<file path="src/rtl/pov_spi_master_pkg.sv">
// Shared types and sizing helpers for the POV view-vector SPI transmitter.
package pov_spi_master_pkg;

    // Default vector width: Qm + Qn of the POV fixed-point format.
    localparam int unsigned FW_DEFAULT = 24;
    localparam int unsigned N_VEC      = 6;

    typedef enum logic [2:0] {
        ST_IDLE     = 3'd0,
        ST_LEAD     = 3'd1,
        ST_SHIFT_HI = 3'd2,
        ST_SHIFT_LO = 3'd3,
        ST_TRAIL    = 3'd4,
        ST_GAP      = 3'd5
    } state_e;

    function automatic int unsigned max_u(input int unsigned a, input int unsigned b);
        return (a > b) ? a : b;
    endfunction

endpackage

</file>
<file path="src/rtl/pov_spi_master.sv">
// Serialises one playerX..vplaneY view-vector frame onto a mode-0 SPI link
// (MSB first) per accepted start request.
module pov_spi_master
    import pov_spi_master_pkg::*;
#(
    parameter int unsigned FW      = FW_DEFAULT,
    parameter int unsigned CLK_DIV = 4,
    parameter int unsigned SS_GAP  = 2
) (
    input  logic          clk,
    input  logic          reset,
    input  logic          i_start,
    input  logic [FW-1:0] i_playerX,
    input  logic [FW-1:0] i_playerY,
    input  logic [FW-1:0] i_facingX,
    input  logic [FW-1:0] i_facingY,
    input  logic [FW-1:0] i_vplaneX,
    input  logic [FW-1:0] i_vplaneY,
    output logic          o_busy,
    output logic          o_done,
    output logic          o_sclk,
    output logic          o_mosi,
    output logic          o_ss_n
);

    localparam int unsigned NBITS = N_VEC * FW;
    // Divider also times the SS gap, so it must hold both reload values.
    localparam int unsigned DIV_W = max_u(1, max_u($clog2(CLK_DIV), $clog2(SS_GAP)));
    localparam int unsigned BIT_W = $clog2(NBITS);

    state_e             state_q, state_d;
    logic [DIV_W-1:0]   div_q, div_d;
    logic [BIT_W-1:0]   bit_q, bit_d;
    logic [NBITS-1:0]   sh_q, sh_d;
    logic               ss_n_q, ss_n_d;
    logic               sclk_q, sclk_d;
    logic               mosi_q, mosi_d;
    logic               busy_q, busy_d;
    logic               done_q, done_d;
    logic               div_last;

    assign div_last = (div_q == '0);

    // State and output registers.
    always_ff @(posedge clk or posedge reset) begin
        if (reset) begin
            state_q <= ST_IDLE;
            div_q   <= '0;
            bit_q   <= '0;
            sh_q    <= '0;
            ss_n_q  <= 1'b1;
            sclk_q  <= 1'b0;
            mosi_q  <= 1'b0;
            busy_q  <= 1'b0;
            done_q  <= 1'b0;
        end else begin
            state_q <= state_d;
            div_q   <= div_d;
            bit_q   <= bit_d;
            sh_q    <= sh_d;
            ss_n_q  <= ss_n_d;
            sclk_q  <= sclk_d;
            mosi_q  <= mosi_d;
            busy_q  <= busy_d;
            done_q  <= done_d;
        end
    end

    // Next-state and next-output logic.
    always_comb begin
        state_d = state_q;
        div_d   = div_last ? div_q : div_q - DIV_W'(1);
        bit_d   = bit_q;
        sh_d    = sh_q;
        ss_n_d  = ss_n_q;
        sclk_d  = sclk_q;
        busy_d  = busy_q;
        done_d  = 1'b0;

        unique case (state_q)
            ST_IDLE: begin
                if (i_start) begin
                    sh_d    = {i_playerX, i_playerY, i_facingX, i_facingY, i_vplaneX, i_vplaneY};
                    state_d = ST_LEAD;
                    div_d   = DIV_W'(CLK_DIV - 1);
                    bit_d   = '0;
                    ss_n_d  = 1'b0;
                    sclk_d  = 1'b0;
                    busy_d  = 1'b1;
                end
            end
            ST_LEAD: begin
                if (div_last) begin
                    state_d = ST_SHIFT_HI;
                    div_d   = DIV_W'(CLK_DIV - 1);
                    sclk_d  = 1'b1;
                end
            end
            ST_SHIFT_HI: begin
                // Shifting on the falling edge refills with zeros, so MOSI is 0 after the last bit.
                if (div_last) begin
                    state_d = ST_SHIFT_LO;
                    div_d   = DIV_W'(CLK_DIV - 1);
                    sclk_d  = 1'b0;
                    sh_d    = {sh_q[NBITS-2:0], 1'b0};
                end
            end
            ST_SHIFT_LO: begin
                if (div_last) begin
                    div_d = DIV_W'(CLK_DIV - 1);
                    if (bit_q == BIT_W'(NBITS - 1)) begin
                        state_d = ST_TRAIL;
                    end else begin
                        state_d = ST_SHIFT_HI;
                        bit_d   = bit_q + BIT_W'(1);
                        sclk_d  = 1'b1;
                    end
                end
            end
            ST_TRAIL: begin
                if (div_last) begin
                    state_d = ST_GAP;
                    div_d   = DIV_W'(SS_GAP - 1);
                    ss_n_d  = 1'b1;
                    done_d  = 1'b1;
                end
            end
            ST_GAP: begin
                if (div_last) begin
                    state_d = ST_IDLE;
                    busy_d  = 1'b0;
                end
            end
            default: begin
                state_d = ST_IDLE;
                ss_n_d  = 1'b1;
                sclk_d  = 1'b0;
                busy_d  = 1'b0;
            end
        endcase

        mosi_d = sh_d[NBITS-1];
    end

    assign o_busy = busy_q;
    assign o_done = done_q;
    assign o_sclk = sclk_q;
    assign o_mosi = mosi_q;
    assign o_ss_n = ss_n_q;

endmodule
</file>
<file path="config.mk">
export PLATFORM = sky130hd
export DESIGN_NAME = pov_spi_master
export DESIGN_NICKNAME = d
export VERILOG_FILES = /design/src/rtl/pov_spi_master_pkg.sv /design/src/rtl/pov_spi_master.sv
export SDC_FILE = /design/constraint.sdc
export NUM_CORES = 1
export LEC_CHECK = 0
export CAP_MARGIN = 20
export CORE_MARGIN = 2
export CORE_UTILIZATION = 40
export CTS_CLUSTER_DIAMETER = 60
export DETAILED_ROUTE_END_ITERATION = 10
export PLACE_DENSITY_LB_ADDON = 0.3
export SYNTH_ARGS = -nofsm -noshare
export SYNTH_HDL_FRONTEND = slang
export SYNTH_SLANG_ARGS = --single-unit
export TNS_END_PERCENT = 1
</file>
<file path="constraint.sdc">
create_clock -name clk -period 6.18 [get_ports clk]
set_input_delay 1.236 -clock clk [delete_from_list [all_inputs] [get_ports clk]]
set_output_delay 1.236 -clock clk [all_outputs]
set_load 0.02 [all_outputs]
</file>
Yosys cells after proc, flatten, opt, wreduce, memory -nomap -nowiden --
Index checks and enable logic that the tools add are counted.
Operators by class: add/sub/neg operators 2, reduce and logical (&&, ||, !) cells 14, bitwise gates (word level) 3, multiplexer cells 31, equality and inequality tests 13
Operators with widths (count):
- 2-to-1 mux 144 bit | 2
- case mux 144 bit (2 select lines) | 1
- 2-to-1 mux 8 bit | 3
- 2-to-1 mux 3 bit | 7
- case mux 3 bit (6 select lines) | 1
- case mux 8 bit (2 select lines) | 1
- != test 2 bit (second input constant) | 7
- AND reduction 6 bit | 2
- AND reduction 3 bit | 3
- adder 8 x 1 -> 8 bit (second input constant) | 1
- == test 8 bit (second input constant) | 1
- 2-to-1 mux 1 bit | 8
- 2-to-1 mux 2 bit | 4
- OR reduction 4 bit | 2
- == test 3 x 2 -> 1 bit (second input constant) | 2
- == test 3 bit (second input constant) | 2
- case mux 1 bit (3 select lines) | 2
- case mux 2 bit (3 select lines) | 1
- case mux 1 bit (5 select lines) | 1
- AND reduction 4 bit | 1
- nonzero test 2 bit | 2
- == test 3 x 1 -> 1 bit (second input constant) | 1
- logical NOT 3 bit | 1
- NOT 1 bit | 3
- 4 further kinds | 4
Word-level totals: logic and storage cells 72, output and inout port bits 5, flip-flop bits (word level) 161, bits of input ports 147

Longest topological paths before layout --
Gate-level depths: netlist of run 1.
word-level depth 4, mapped depth 9, depth with buffers taken out 6

Least setup slack after synthesis of run 1 --
Ideal clock, no wire load.
kind input to register, start input i_start, end register sh_q[143], stages 8, setup slack 3832 ps, data arrival time 2266 ps, required time 6097 ps, setup time 83 ps, path through clkbuf_2 mux2_4 nand3_4 buf_6 buf_12 buf_6 nand2_1 o21ai_0
On the way: longest elaborated chain between the ends 2
Ends and longest elaborated chain:
- start: declaration | RTL line pov_spi_master.sv:12 | input logic i_start,
- != test 2 bit (no line)
- AND reduction 3 bit (no line)
- end signal: assignment | RTL line pov_spi_master.sv:50 | sh_q <= '0;
- end signal: assignment | RTL line pov_spi_master.sv:60 | sh_q <= sh_d;
- end: declaration | RTL line pov_spi_master.sv:34 | logic [NBITS-1:0] sh_q, sh_d;
Every way passes these cells. A chain may end at the register's enable or synchronous reset.

Final worst setup path of run 1 --
start input i_start, end register sh_q[142]
Same word-level chain as after synthesis.

==> results of run 1 <==
flip-flops by register name, indices dropped and copies added (netlist names):
signal and cells:
o_ss_n 1, o_done 1, o_busy 1, o_sclk 1, state_q 3, bit_q 8
div_q 2, sh_q 144
power by group:
| part | internal [mW] | total (mW) | switching [mW] |
|---|---|---|---|
| clock | 0.717 | 1.15 | 0.434 |
| sequential | 1.53 | 1.81 | 0.273 |
| combinational | 0.765 | 1.64 | 0.873 |
logic make-up (layout without fill, tap and decap cells):
| kind of cell | Yosys count | count (layout) | synth area share, % |
|---|---|---|---|
| AOI/OAI and AO/OA | 176 | 176 | 12.1 |
| adders and majority gates | 5 | 5 | 0.809 |
| buffers and inverters | 61 | 196 | 5.79 |
| DFF | 161 | 161 | 52.1 |
| muxes | 147 | 147 | 19.3 |
| and+or+nand+nor | 180 | 180 | 9.90 |
worst paths after layout:
kind / to / slack [ns]
worst max-delay path: sh_q[142] / 3.12
worst min-delay path: sh_q[94] / 0.48
worst max register to register: sh_q[142] / 3.60
worst min register to register: sh_q[94] / 0.48
max in group asynchronous: sh_q[114] / 3.80
min in group asynchronous: sh_q[30] / 1.28
synthesized netlist by cell type (2+ instances only):
library cell | count | area [um2]
sky130_fd_sc_hd__clkbuf_1 | 9 | 33.8
sky130_fd_sc_hd__inv_2 | 2 | 7.51
sky130_fd_sc_hd__o21ai_1 | 99 | 495
sky130_fd_sc_hd__inv_1 | 5 | 18.8
sky130_fd_sc_hd__a31oi_1 | 2 | 12.5
sky130_fd_sc_hd__buf_4 | 4 | 30.0
sky130_fd_sc_hd__nand2b_1 | 2 | 12.5
sky130_fd_sc_hd__and3_1 | 4 | 25.0
sky130_fd_sc_hd__a21oi_1 | 7 | 35.0
sky130_fd_sc_hd__nor2b_1 | 2 | 12.5
sky130_fd_sc_hd__a211oi_1 | 2 | 15.0
sky130_fd_sc_hd__buf_6 | 22 | 248
sky130_fd_sc_hd__nand3_1 | 6 | 30.0
sky130_fd_sc_hd__or2_2 | 2 | 12.5
sky130_fd_sc_hd__clkbuf_2 | 6 | 30.0
sky130_fd_sc_hd__o211ai_1 | 4 | 30.0
sky130_fd_sc_hd__o21ai_0 | 51 | 255
sky130_fd_sc_hd__nand2_1 | 152 | 571
sky130_fd_sc_hd__nor2_1 | 2 | 7.51
sky130_fd_sc_hd__ha_1 | 5 | 62.6
sky130_fd_sc_hd__dfrtp_1 | 160 | 4000
sky130_fd_sc_hd__o31ai_1 | 3 | 22.5
sky130_fd_sc_hd__mux2i_1 | 144 | 1440
sky130_fd_sc_hd__buf_2 | 12 | 60.1
critical path: stages:
cell and delay [ns]:
sky130_fd_sc_hd__clkdlybuf4s50_1 0.62, sky130_fd_sc_hd__mux2_4 0.22, sky130_fd_sc_hd__nand3_4 0.50, sky130_fd_sc_hd__buf_4 0.51
sky130_fd_sc_hd__nand2_1 0.13, sky130_fd_sc_hd__o21ai_0 0.08
layout make-up:
class                           instances  area (um2)
Timing Repair Buffer                  158        1590
Clock inverter                         13         209
Multi-Input combinational cell        508        3260
Sequential cell                       161        4030
Clock buffer                           18         429
Tap cell                              260         325
Inverter                                7        31.3
Fill cell                            1701        8960
layer usage:
metal  routed length [um]  up-vias
li1                     -     2783
met1                 7850     2552
met2                 7250      107
met3                  690        8
met4                  116        0
met5                    0        -
through the flow:
stage / hold slack (ns) / cells / setup slack (ns) / cell area (um2) / util, %
final: 0.478 / 1125 / 3.12 / 9870 / 52.4
after detailed placement: 0.470 / 1094 / 2.67 / 9230 / 49.0
after CTS: 0.484 / 1125 / 3.13 / 9870 / 52.4
after global routing: 0.506 / 1125 / 2.94 / 9870 / 52.4
after floorplan: 0.448 / 730 / 0.597 / 7730 / -
after global placement: 0.461 / 1094 / 2.72 / 9230 / 49.0
==> results by stage, run 1 <==
Floorplanning:
- The standard-cell row count is 50.
- The initial utilization of the core area, before any placement, comes to 41.1%.
- For this design the top-level I/O count stands at 152.
- The die height is 143 um.
- From left edge to right edge, the die measures 143 um.
- The die covers 20500 um2.
- The area of the core is 18800 um2.

Clocking:
- The maximum number of buffers from clock root to sink is 2.
- The library cell used as clock root buffer is sky130_fd_sc_hd__clkbuf_16.
- The hold buffer count at CTS is 0.
- The number of clock sinks is 161.
- In this run the post-CTS setup repair buffer count came out at 0.
- Clock-pin slew was measured on the worst setup and hold paths at 0.06 ns.
- The H-tree generated during clock tree synthesis spans 4 levels.
- TritonCTS built the clock tree.
- The clock latency on the worst-skew pair is 0.42 ns.
- The post-cts sizing count is 0.
- TritonCTS created 17 clock buffers.

Pwr:
- IR analysis of the VDD net gives a maximum drop of 284 uV.
- Summed over all cells, the static leakage comes to 4.46 nW.
- The ratio of total power to cell area is 465 nW/um2.
- Power comes to 4.60 mW.

Cells and area:
- The antenna diode instance count is 0.
- The ratio of cells with drive above 1 in the final layout is 5.66%.
- In the final design database the tool counted 1005 nets.
- Leaving out fill and tap cells, the most frequent cell in the layout is sky130_fd_sc_hd__dfrtp_1.
- The library cells used most frequently in the layout, excluding fill and tap cells, are sky130_fd_sc_hd__dfrtp_1, sky130_fd_sc_hd__nand2_1, sky130_fd_sc_hd__clkdlybuf4s50_1, sky130_fd_sc_hd__mux2i_1, sky130_fd_sc_hd__o21ai_1.
- The area growth from synthesis to layout is 27.7%.

GRT:
- Entering global routing, the biggest net connects 122 pins.
- In the global route stage, met2 resource usage came out at 25.4%.
- The global-route wire length before repair is 26300 um.
- The number of global-route vias before repair is 5364.
- After global routing the overflow that remains totals 0.
- The met1 demand-to-capacity share in global routing is 22.4%.
- Across every metal layer, demand over resource in global routing totals 16.3%.
- The met3 track utilization from global routing is 4.49%.
- The number of antenna violations at the first check in global routing was 0.
- The layer with the highest usage is met2.

Setup path:
- At the worst endpoint, the required time is 6.45 ns.
- The most critical setup path has its startpoint at i_start.
- The startpoint identified for the worst register-to-register timing path is div_q[0].
- The maximum fanout along the worst path is 66.
- The startpoint kind of the worst setup timing path is an input port.
- The number of cells traversed by the worst register-to-register path is 7.
- The worst path arrival time is 3.33 ns.
- The classification of the worst setup path is input port to flop.
- The type of destination of the critical path is a flop.

STA:
- Setup repair after global routing left no endpoint under its margin.
- Adding up every negative setup slack in the final design gives 0 ns.
- The number of failing hold endpoints at the final stage came to 0.
- The maximum operating frequency is 327 MHz.
- The worst pin sits at a relative slew slack of 42.0%.
- The final clock period utilization by the worst path is 49.5%.
- The final clock skew is 0.0122 ns.
- Setup violations remaining at the end of the flow were counted as 0.
- The number of pins exceeding their max-slew limit in the final report is 0.
- At the pin with the least slew margin, the transition time is 0.870 ns.
- The clock period minus worst slack is 3.06 ns.

Logic synthesis:
- Counting flops and latches in the post-synthesis netlist gives 161.
- For this run, the register share of the synthesized area comes to 52.1%.
- The number of enable-type register cells in the synthesized netlist is 0.
- The post-synthesis async set-or-reset flop share is 100%.
- The synthesized netlist occupies a cell area of 7730 um2.
- When the netlist entered floorplanning its net count stood at 882.
- The mean post-synth cell area is 10.6 um2.
- The Yosys warning count is 0.
- Among all flip-flop cells after synthesis, the most frequent one is sky130_fd_sc_hd__dfrtp_1.
- The distinct cell type count after synthesis is 47.
- The synthesized netlist cell count is 730.

Detailed routing:
- The via count is 5450.
- The detailed-route wire length per cell is 14.1 um.
- The ratio of routed vias to standard cells is 4.84.
- The first TritonRoute pass finished after 4 iterations.
- For this block, the routed nets add up to 15900 um of wire.
- The count of nets left with antenna violations once routing finished came out at 0.
- For this run, design rule violations remaining after detail routing come to 0.
- The violation count after the first detailed-routing iteration is 259.

Hold path:
- The number of instances on the worst hold path is 2.
- The path class of the lowest-slack min-delay path is flop to flop.
- The startpoint of the tightest hold check path is sh_q[94].

Placement:
- The global placer's final weighted congestion is 0.769.
- Once detailed placement completed, the half-perimeter wirelength came to 10300 um.
- The number of buffers inserted by port buffering is 151.

Outcome:
- The run finished with clean final reports.

Job:
- Across the run, the number of max-cap violations was 0.
Note: power is estimated with default switching activity, not from simulation.
==> run 2: changes to the inputs <==
==> constraint.sdc (replaced) <==
create_clock -name clk -period 2.6 [get_ports clk]
set_input_delay 0.52 -clock clk [delete_from_list [all_inputs] [get_ports clk]]
set_output_delay 0.52 -clock clk [all_outputs]
set_load 0.02 [all_outputs]
==> run 2 against run 1 <==
Effect of this change:
- worst hold slack about the same
- critical path type is now flop to primary output
- combinational power rose to 2.6 times the previous value
- routed wire length about the same
- register-to-register slack worse by 3.1 ns
- sequential power up 140%
- final cell count up 1.5%
- critical endpoint is now o_ss_n
- total power up 140%
==> results by stage, run 2 (synthesis results as in run 1) <==
STA:
- The number of failing setup endpoints in the final timing report came to 0 (unchanged).
- Based on the critical path, the design can be clocked at up to 478 MHz.
- Setup repair after global routing left no endpoint under its margin.
- The final clock skew is 0.0109 ns (-0.00126 ns).
- The final clock period utilization by the worst path is 80.5%.
- The transition at the pin with the smallest max-transition slack was 0.608 ns (-0.262 ns).
- The sum of negative setup slack was 0 ns (unchanged).
- The number of failing hold endpoints at the final stage is 0 (unchanged).
- The number of pins exceeding their max-slew limit in the final report came to 0 (unchanged).
- The clock period minus worst slack is 2.09 ns.
- The worst relative slew slack is 59.4% (+17 points).

Clocking:
- The maximum number of buffers from clock root to sink is 2 (unchanged).
- The CTS buffer count is 17 (unchanged).
- The clock transition at the registers of the reported paths is 0.07 ns (about the same).
- The TritonCTS clock tree is yes.
- The post-cts sizing count is 0 (unchanged).
- The clock latency on the worst-skew pair was 0.42 ns (about the same).
- The number of setup buffers added after CTS was 0 (unchanged).
- The number of clock sinks is 161 (unchanged).
- The number of H-tree branching levels is 4 (unchanged).
- The hold buffer count at CTS is 0 (unchanged).
- The library cell used as clock root buffer is sky130_fd_sc_hd__clkbuf_16.

Cells and area:
- The library cell used most frequently in the layout, excluding fill and tap cells, is sky130_fd_sc_hd__dfrtp_1.
- The number of flip-flops in the largest register is 144 (unchanged).
- The net count reported at finish is 1021 (+1.6%).
- The largest registers in the layout are sh_q: 144 flops, bit_q: 8 flops, state_q: 3 flops.
- The layout overhead on the synthesized area is 30.3%.
- The core occupancy in the finished layout is 53.5% (+1.1 points).
- The ratio of cells with drive above 1 in the final layout was 7.48% (+1.8 points).
- The antenna diode instance count is 0 (unchanged).
- The library cells used most frequently in the layout, excluding fill and tap cells, are sky130_fd_sc_hd__dfrtp_1, sky130_fd_sc_hd__nand2_1, sky130_fd_sc_hd__clkdlybuf4s50_1, sky130_fd_sc_hd__mux2i_1, sky130_fd_sc_hd__o21ai_1.
- The register with the most flip-flops in the final layout is sh_q.

Detailed routing:
- The detailed-route wire length per cell came to 13.9 um (-1.4%).
- The aggregate routed wire length is 15900 um (about the same).
- The number of routed nets with antenna violations is 0 (unchanged).
- The number of iterations in the first detailed-routing pass was 4 (unchanged).
- The via count is 5491 (+0.75%).
- The violation count after the first detailed-routing iteration came to 248 (-4.2%).
- The number of remaining DRC errors was 0 (unchanged).
- The ratio of routed vias to standard cells is 4.81 (-0.75%).

Placement:
- The placed wire-length estimate is 10900 um (+6.3%).
- The number of buffers inserted by port buffering is 151 (unchanged).
- The global placer's final weighted congestion came to 0.743 (-3.4%).

Setup path:
- The slowest stage of the critical path belongs to the cell sky130_fd_sc_hd__clkdlybuf4s50_1.
- The delay contributed by the slowest stage of the critical path came to 0.61 ns (about the same).
- Traced cell by cell, the critical path runs through clkdlybuf4s50_1.
- The worst setup path is of the flop to primary output kind.
- STA classifies the critical path startpoint as a flop.
- Grouping stages by cell kind, the critical path spends the most delay in buffers and inverters.
- The count of buffer and inverter cells on the critical path is 1 (-1).
- The worst path arrival time is 1.57 ns (-1.76 ns).
- The worst endpoint required time is 2.08 ns (-4.37 ns).
- The maximum fanout along the worst path is 3 (-95%).
- The type of destination of the critical path is a primary output.

Floorplanning:
- The standard-cell row count is 50 (unchanged).
- The die height is 143 um (unchanged).
- The boundary pin count is 152 (unchanged).
- The width of the die is 143 um (unchanged).
- The floorplan die area is 20500 um2 (unchanged).
- The starting density of the core is 41.1% (unchanged).
- The area of the core is 18800 um2 (unchanged).

GRT:
- The global-route usage over all layers came to 16.2% (-0.068 points).
- The number of antenna violations at the first check in global routing is 0 (unchanged).
- The aggregate global routing overflow was 0 (unchanged).
- The global-route wire length before repair is 26300 um (-0.13%).
- The number of global-route vias before repair is 5312 (-0.97%).
- The pin count of the biggest net entering global routing is 124 (+1.6%).

Hold path:
- The path class of the lowest-slack min-delay path is flop to flop.

Pwr:
- The maximum ir drop on the vdd rail was 646 uV (+130%).
- The reported leakage power was 4.56 nW (+2.1%).
- The ratio of total power to cell area came to 1080 nW/um2 (+130%).

Job:
- The number of violations of the max-capacitance limit is 0 (unchanged).

Outcome:
- The flow ran to the end, and the final reports show no timing, DRC or antenna violations.
==> run 2: routing by layer <==
| layer | vias up | track usage, % | routed length [um] |
|---|---|---|---|
| met1 | 2564 | 23.4 | 7870 |
| met5 | - | 0 | 0 |
| met2 | 102 | 24.4 | 7180 |
| met3 | 12 | 3.76 | 706 |
| li1 | 2813 | - | - |
| met4 | 0 | 4.53 | 151 |
==> run 2: per-stage QoR <==
step	hold WS, ns	power (mW)	instance area, um2	std cells	worst slack (ns)
floorplan	0.448	7.61	7730	730	0.0380
global placement	0.461	8.43	9500	1110	0.427
detailed placement	0.470	8.59	9500	1110	0.415
CTS	0.484	11.0	10100	1142	0.474
global route	0.497	11.8	10100	1142	0.330
finish	0.478	10.9	10100	1142	0.506
==> run 2: area by class of cell <==
type,instances,area (um2)
well taps,260,325
multi-input cells,508,3260
inverters,7,30.0
fillers,1734,8760
clock buffers,19,443
clock inverters,13,125
repair buffers,174,1860
flip-flops and latches,161,4030
==> run 2: worst register-to-register path: stages, from the launching register on <==
cell and delay [ns]:
sky130_fd_sc_hd__dfrtp_1 0.41, sky130_fd_sc_hd__inv_1 0.09, sky130_fd_sc_hd__ha_1 0.44, sky130_fd_sc_hd__nand4b_1 0.23, sky130_fd_sc_hd__a21oi_1 0.31, sky130_fd_sc_hd__a31oi_1 0.15
sky130_fd_sc_hd__a211o_1 0.33
==> run 2: final timing paths <==
check,cells past startpoint,start,end,slack (ns)
worst max-delay path,1,o_ss_n,o_ss_n,0.51
worst min-delay path,2,sh_q[142],sh_q[142],0.48
worst max register to register,6,div_q[0],bit_q[7],0.52
worst min register to register,2,sh_q[142],sh_q[142],0.48
max in group asynchronous,3,reset,o_ss_n,1.44
min in group asynchronous,2,reset,sh_q[31],0.52
==> run 2: report_power, final <==
part | total [mW] | internal [mW] | switching [mW]
Combinational | 4.19 | 2.06 | 2.14
Clock | 2.43 | 1.36 | 1.07
Sequential | 4.29 | 3.64 | 0.645
==> run 3: changes to the inputs <==
==> constraint.sdc (replaced) <==
create_clock -name clk -period 2.08 [get_ports clk]
set_input_delay 0.416 -clock clk [delete_from_list [all_inputs] [get_ports clk]]
set_output_delay 0.416 -clock clk [all_outputs]
set_load 0.02 [all_outputs]
==> run 3 against run 2 <==
Effect of this change:
- setup slack got worse by 0.40 ns
- critical path depth unchanged
- design area up 1.4%
- non-clock buffer count is 13 higher
- utilization rose by 0.72 points
- clock skew is 0.0011 ns lower
- die area is the same
- critical endpoint unchanged
==> results by stage, run 3 (synthesis results as in run 1) <==
Placement:
- The placed wire-length estimate is 11000 um (+0.89%).
- The number of buffers inserted by port buffering came to 151 (unchanged).
- The global placer's final weighted congestion came to 0.777 (+4.6%).

Setup path:
- On the critical path the largest part of the delay comes from buffers and inverters.
- The worst endpoint required time was 1.66 ns (-0.42 ns).
- The count of buffer and inverter cells on the critical path was 1 (unchanged).
- The number of cells traversed by the worst register-to-register path came to 8 (+2).
- The worst register-to-register path begins at div_q[0].
- The startpoint kind of the worst setup timing path is a flop.
- The maximum fanout along the worst path is 3 (unchanged).
- The classification of the worst setup path is flop to primary output.
- The end of the worst register-to-register path is sh_q[50].
- The type of destination of the critical path is a primary output.
- The critical path goes through clkdlybuf4s50_1.
- The source of the critical timing path is o_ss_n.
- The worst path arrival time is 1.56 ns (about the same).
- The delay contributed by the slowest stage of the critical path came to 0.60 ns (about the same).
- On the critical path, the stage with the largest delay is an instance of sky130_fd_sc_hd__clkdlybuf4s50_1.
- The reg2reg setup slack came to 0.28 ns (-0.24 ns).

Floorplanning:
- The width of the die is 143 um (unchanged).
- The die height is 143 um (unchanged).
- The boundary pin count was 152 (unchanged).
- The area of the core is 18800 um2 (unchanged).
- The standard-cell row count is 50 (unchanged).
- The floorplan die area is 20500 um2 (unchanged).
- The starting density of the core is 41.1% (unchanged).

Detailed routing:
- The ratio of routed vias to standard cells is 4.78 (-0.62%).
- The aggregate routed wire length is 15900 um (-0.21%).
- The via count came to 5519 (+0.51%).
- The number of iterations in the first detailed-routing pass is 4 (unchanged).
- The detailed-route wire length per cell came to 13.7 um (-1.3%).
- The number of remaining DRC errors is 0 (unchanged).
- The violation count after the first detailed-routing iteration is 270 (+8.9%).
- The number of routed nets with antenna violations is 0 (unchanged).

STA:
- Setup repair after global routing left no endpoint under its margin.
- The final clock period utilization by the worst path is 95.1%.
- The worst relative slew slack was 70.5% (+11 points).
- Derived from the worst setup path, the maximum achievable clock frequency is 506 MHz.
- The number of failing setup endpoints in the final timing report is 0 (unchanged).
- The worst-case hold slack is 0.480 ns (+0.00273 ns).
- The smallest clock period supported by the final layout is computed as 1.98 ns.
- The final clock skew is 0.00982 ns (-0.00112 ns).
- The number of pins exceeding their max-slew limit in the final report came to 0 (unchanged).
- The transition at the pin with the smallest max-transition slack is 0.443 ns (-0.165 ns).
- The number of failing hold endpoints at the final stage was 0 (unchanged).

GRT:
- The global-route wire length before repair is 26900 um (+2.4%).
- The number of antenna violations at the first check in global routing is 0 (unchanged).
- The number of global-route vias before repair is 5440 (+2.4%).
- The pin count of the biggest net entering global routing came to 82 (-34%).
- The aggregate global routing overflow is 0 (unchanged).
- The global-route usage over all layers is 16.6% (+0.40 points).

Pwr:
- The reported leakage power is 4.63 nW (+1.6%).
- The maximum ir drop on the vdd rail is 739 uV (+15%).
- The post-route total power is 13.9 mW (+27%).
- The ratio of total power to cell area is 1360 nW/um2 (+25%).

Clocking:
- The hold buffer count at CTS came to 0 (unchanged).
- The clock transition at the registers of the reported paths is 0.06 ns (about the same).
- The number of setup buffers added after CTS is 0 (unchanged).
- The post-cts sizing count was 0 (unchanged).
- CTS placed an instance of sky130_fd_sc_hd__clkbuf_16 at the clock tree root.
- The TritonCTS clock tree is yes.
- The number of H-tree branching levels is 4 (unchanged).
- The CTS buffer count is 17 (unchanged).
- The number of clock sinks is 161 (unchanged).
- The maximum number of buffers from clock root to sink came to 2 (unchanged).
- The clock latency on the worst-skew pair was 0.42 ns (about the same).

Cells and area:
- The library cell used most frequently in the layout, excluding fill and tap cells, is sky130_fd_sc_hd__dfrtp_1.
- The fill cell instance count of the final layout is 1663 (-4.1%).
- The ratio of cells with drive above 1 in the final layout is 8.83% (+1.3 points).
- The layout overhead on the synthesized area is 32.0%.
- In the layout the commonest cells are sky130_fd_sc_hd__dfrtp_1, sky130_fd_sc_hd__nand2_1, sky130_fd_sc_hd__clkdlybuf4s50_1, sky130_fd_sc_hd__mux2i_1, sky130_fd_sc_hd__o21ai_1.
- The antenna diode instance count is 0 (unchanged).
- The largest registers in the layout are sh_q: 144 flops, bit_q: 8 flops, state_q: 3 flops.
- The net count reported at finish came to 1034 (+1.3%).
- The largest register by flop count is sh_q.
- The number of flip-flops in the largest register came to 144 (unchanged).

Job:
- The number of violations of the max-capacitance limit is 0 (unchanged).

Hold path:
- The path class of the lowest-slack min-delay path is flop to flop.
- The worst hold path terminates at sh_q[140].
- The number of instances on the worst hold path is 2 (unchanged).
- The worst hold path begins at sh_q[140].

Outcome:
- The flow ran to the end, and the final reports show no timing, DRC or antenna violations.
==> run 3: cell count changes in the layout (fill, tap and decap cells not counted), sizes merged <==
cell,previous run,this run
buf,23,36
clkinv,5,3
clkinvlp,3,5
==> run 3: final cells by class <==
class | count | area [um2] | area share (%)
Inverter | 7 | 30.0 | 0.294
Sequential cell | 161 | 4030 | 39.5
Clock buffer | 19 | 443 | 4.34
Timing Repair Buffer | 187 | 1990 | 19.5
Multi-Input combinational cell | 508 | 3260 | 31.9
Clock inverter | 13 | 126 | 1.24
Tap cell | 260 | 325 | 3.19
==> run 3: stage by stage <==
| step | utilization [%] | worst slack [ns] | cell area (um2) | setup TNS (ns) | instances |
|---|---|---|---|---|---|
| after floorplan | - | -0.378 | 7730 | -60.48 | 730 |
| after detailed placement | 51.2 | 0.0631 | 9640 | 0 | 1123 |
| final | 54.2 | 0.103 | 10200 | 0 | 1155 |
| after global routing | 54.2 | 0.0389 | 10200 | 0 | 1155 |
| after global placement | 51.2 | 0.107 | 9640 | 0 | 1123 |
| after CTS | 54.2 | 0.0706 | 10200 | 0 | 1155 |
==> run 3: power breakdown <==
group | total (mW) | internal, mW | leakage, nW | switching [mW]
clock network | 3.03 | 1.70 | 0.267 | 1.33
registers | 5.35 | 4.55 | 2.01 | 0.791
logic | 5.49 | 2.77 | 2.36 | 2.72
==> run 3: routing by layer <==
layer | routed length, um | part of all wire [%] | GRT usage, %
met1 | 7970 | 50 | 23.9
met3 | 670 | 4.2 | 4.36
met5 | 0 | 0 | 0
met4 | 161 | 1.0 | 4.38
met2 | 7070 | 45 | 24.9
==> run 3: worst max-delay path by stage <==
stage / depth (start not counted) / endpoint
after floorplan: 1 / bit_q[0]
after global placement: 6 / sh_q[141]
after detailed placement: 6 / sh_q[141]
after CTS: 1 / o_ss_n
after global routing: 1 / o_ss_n
final: 1 / o_ss_n
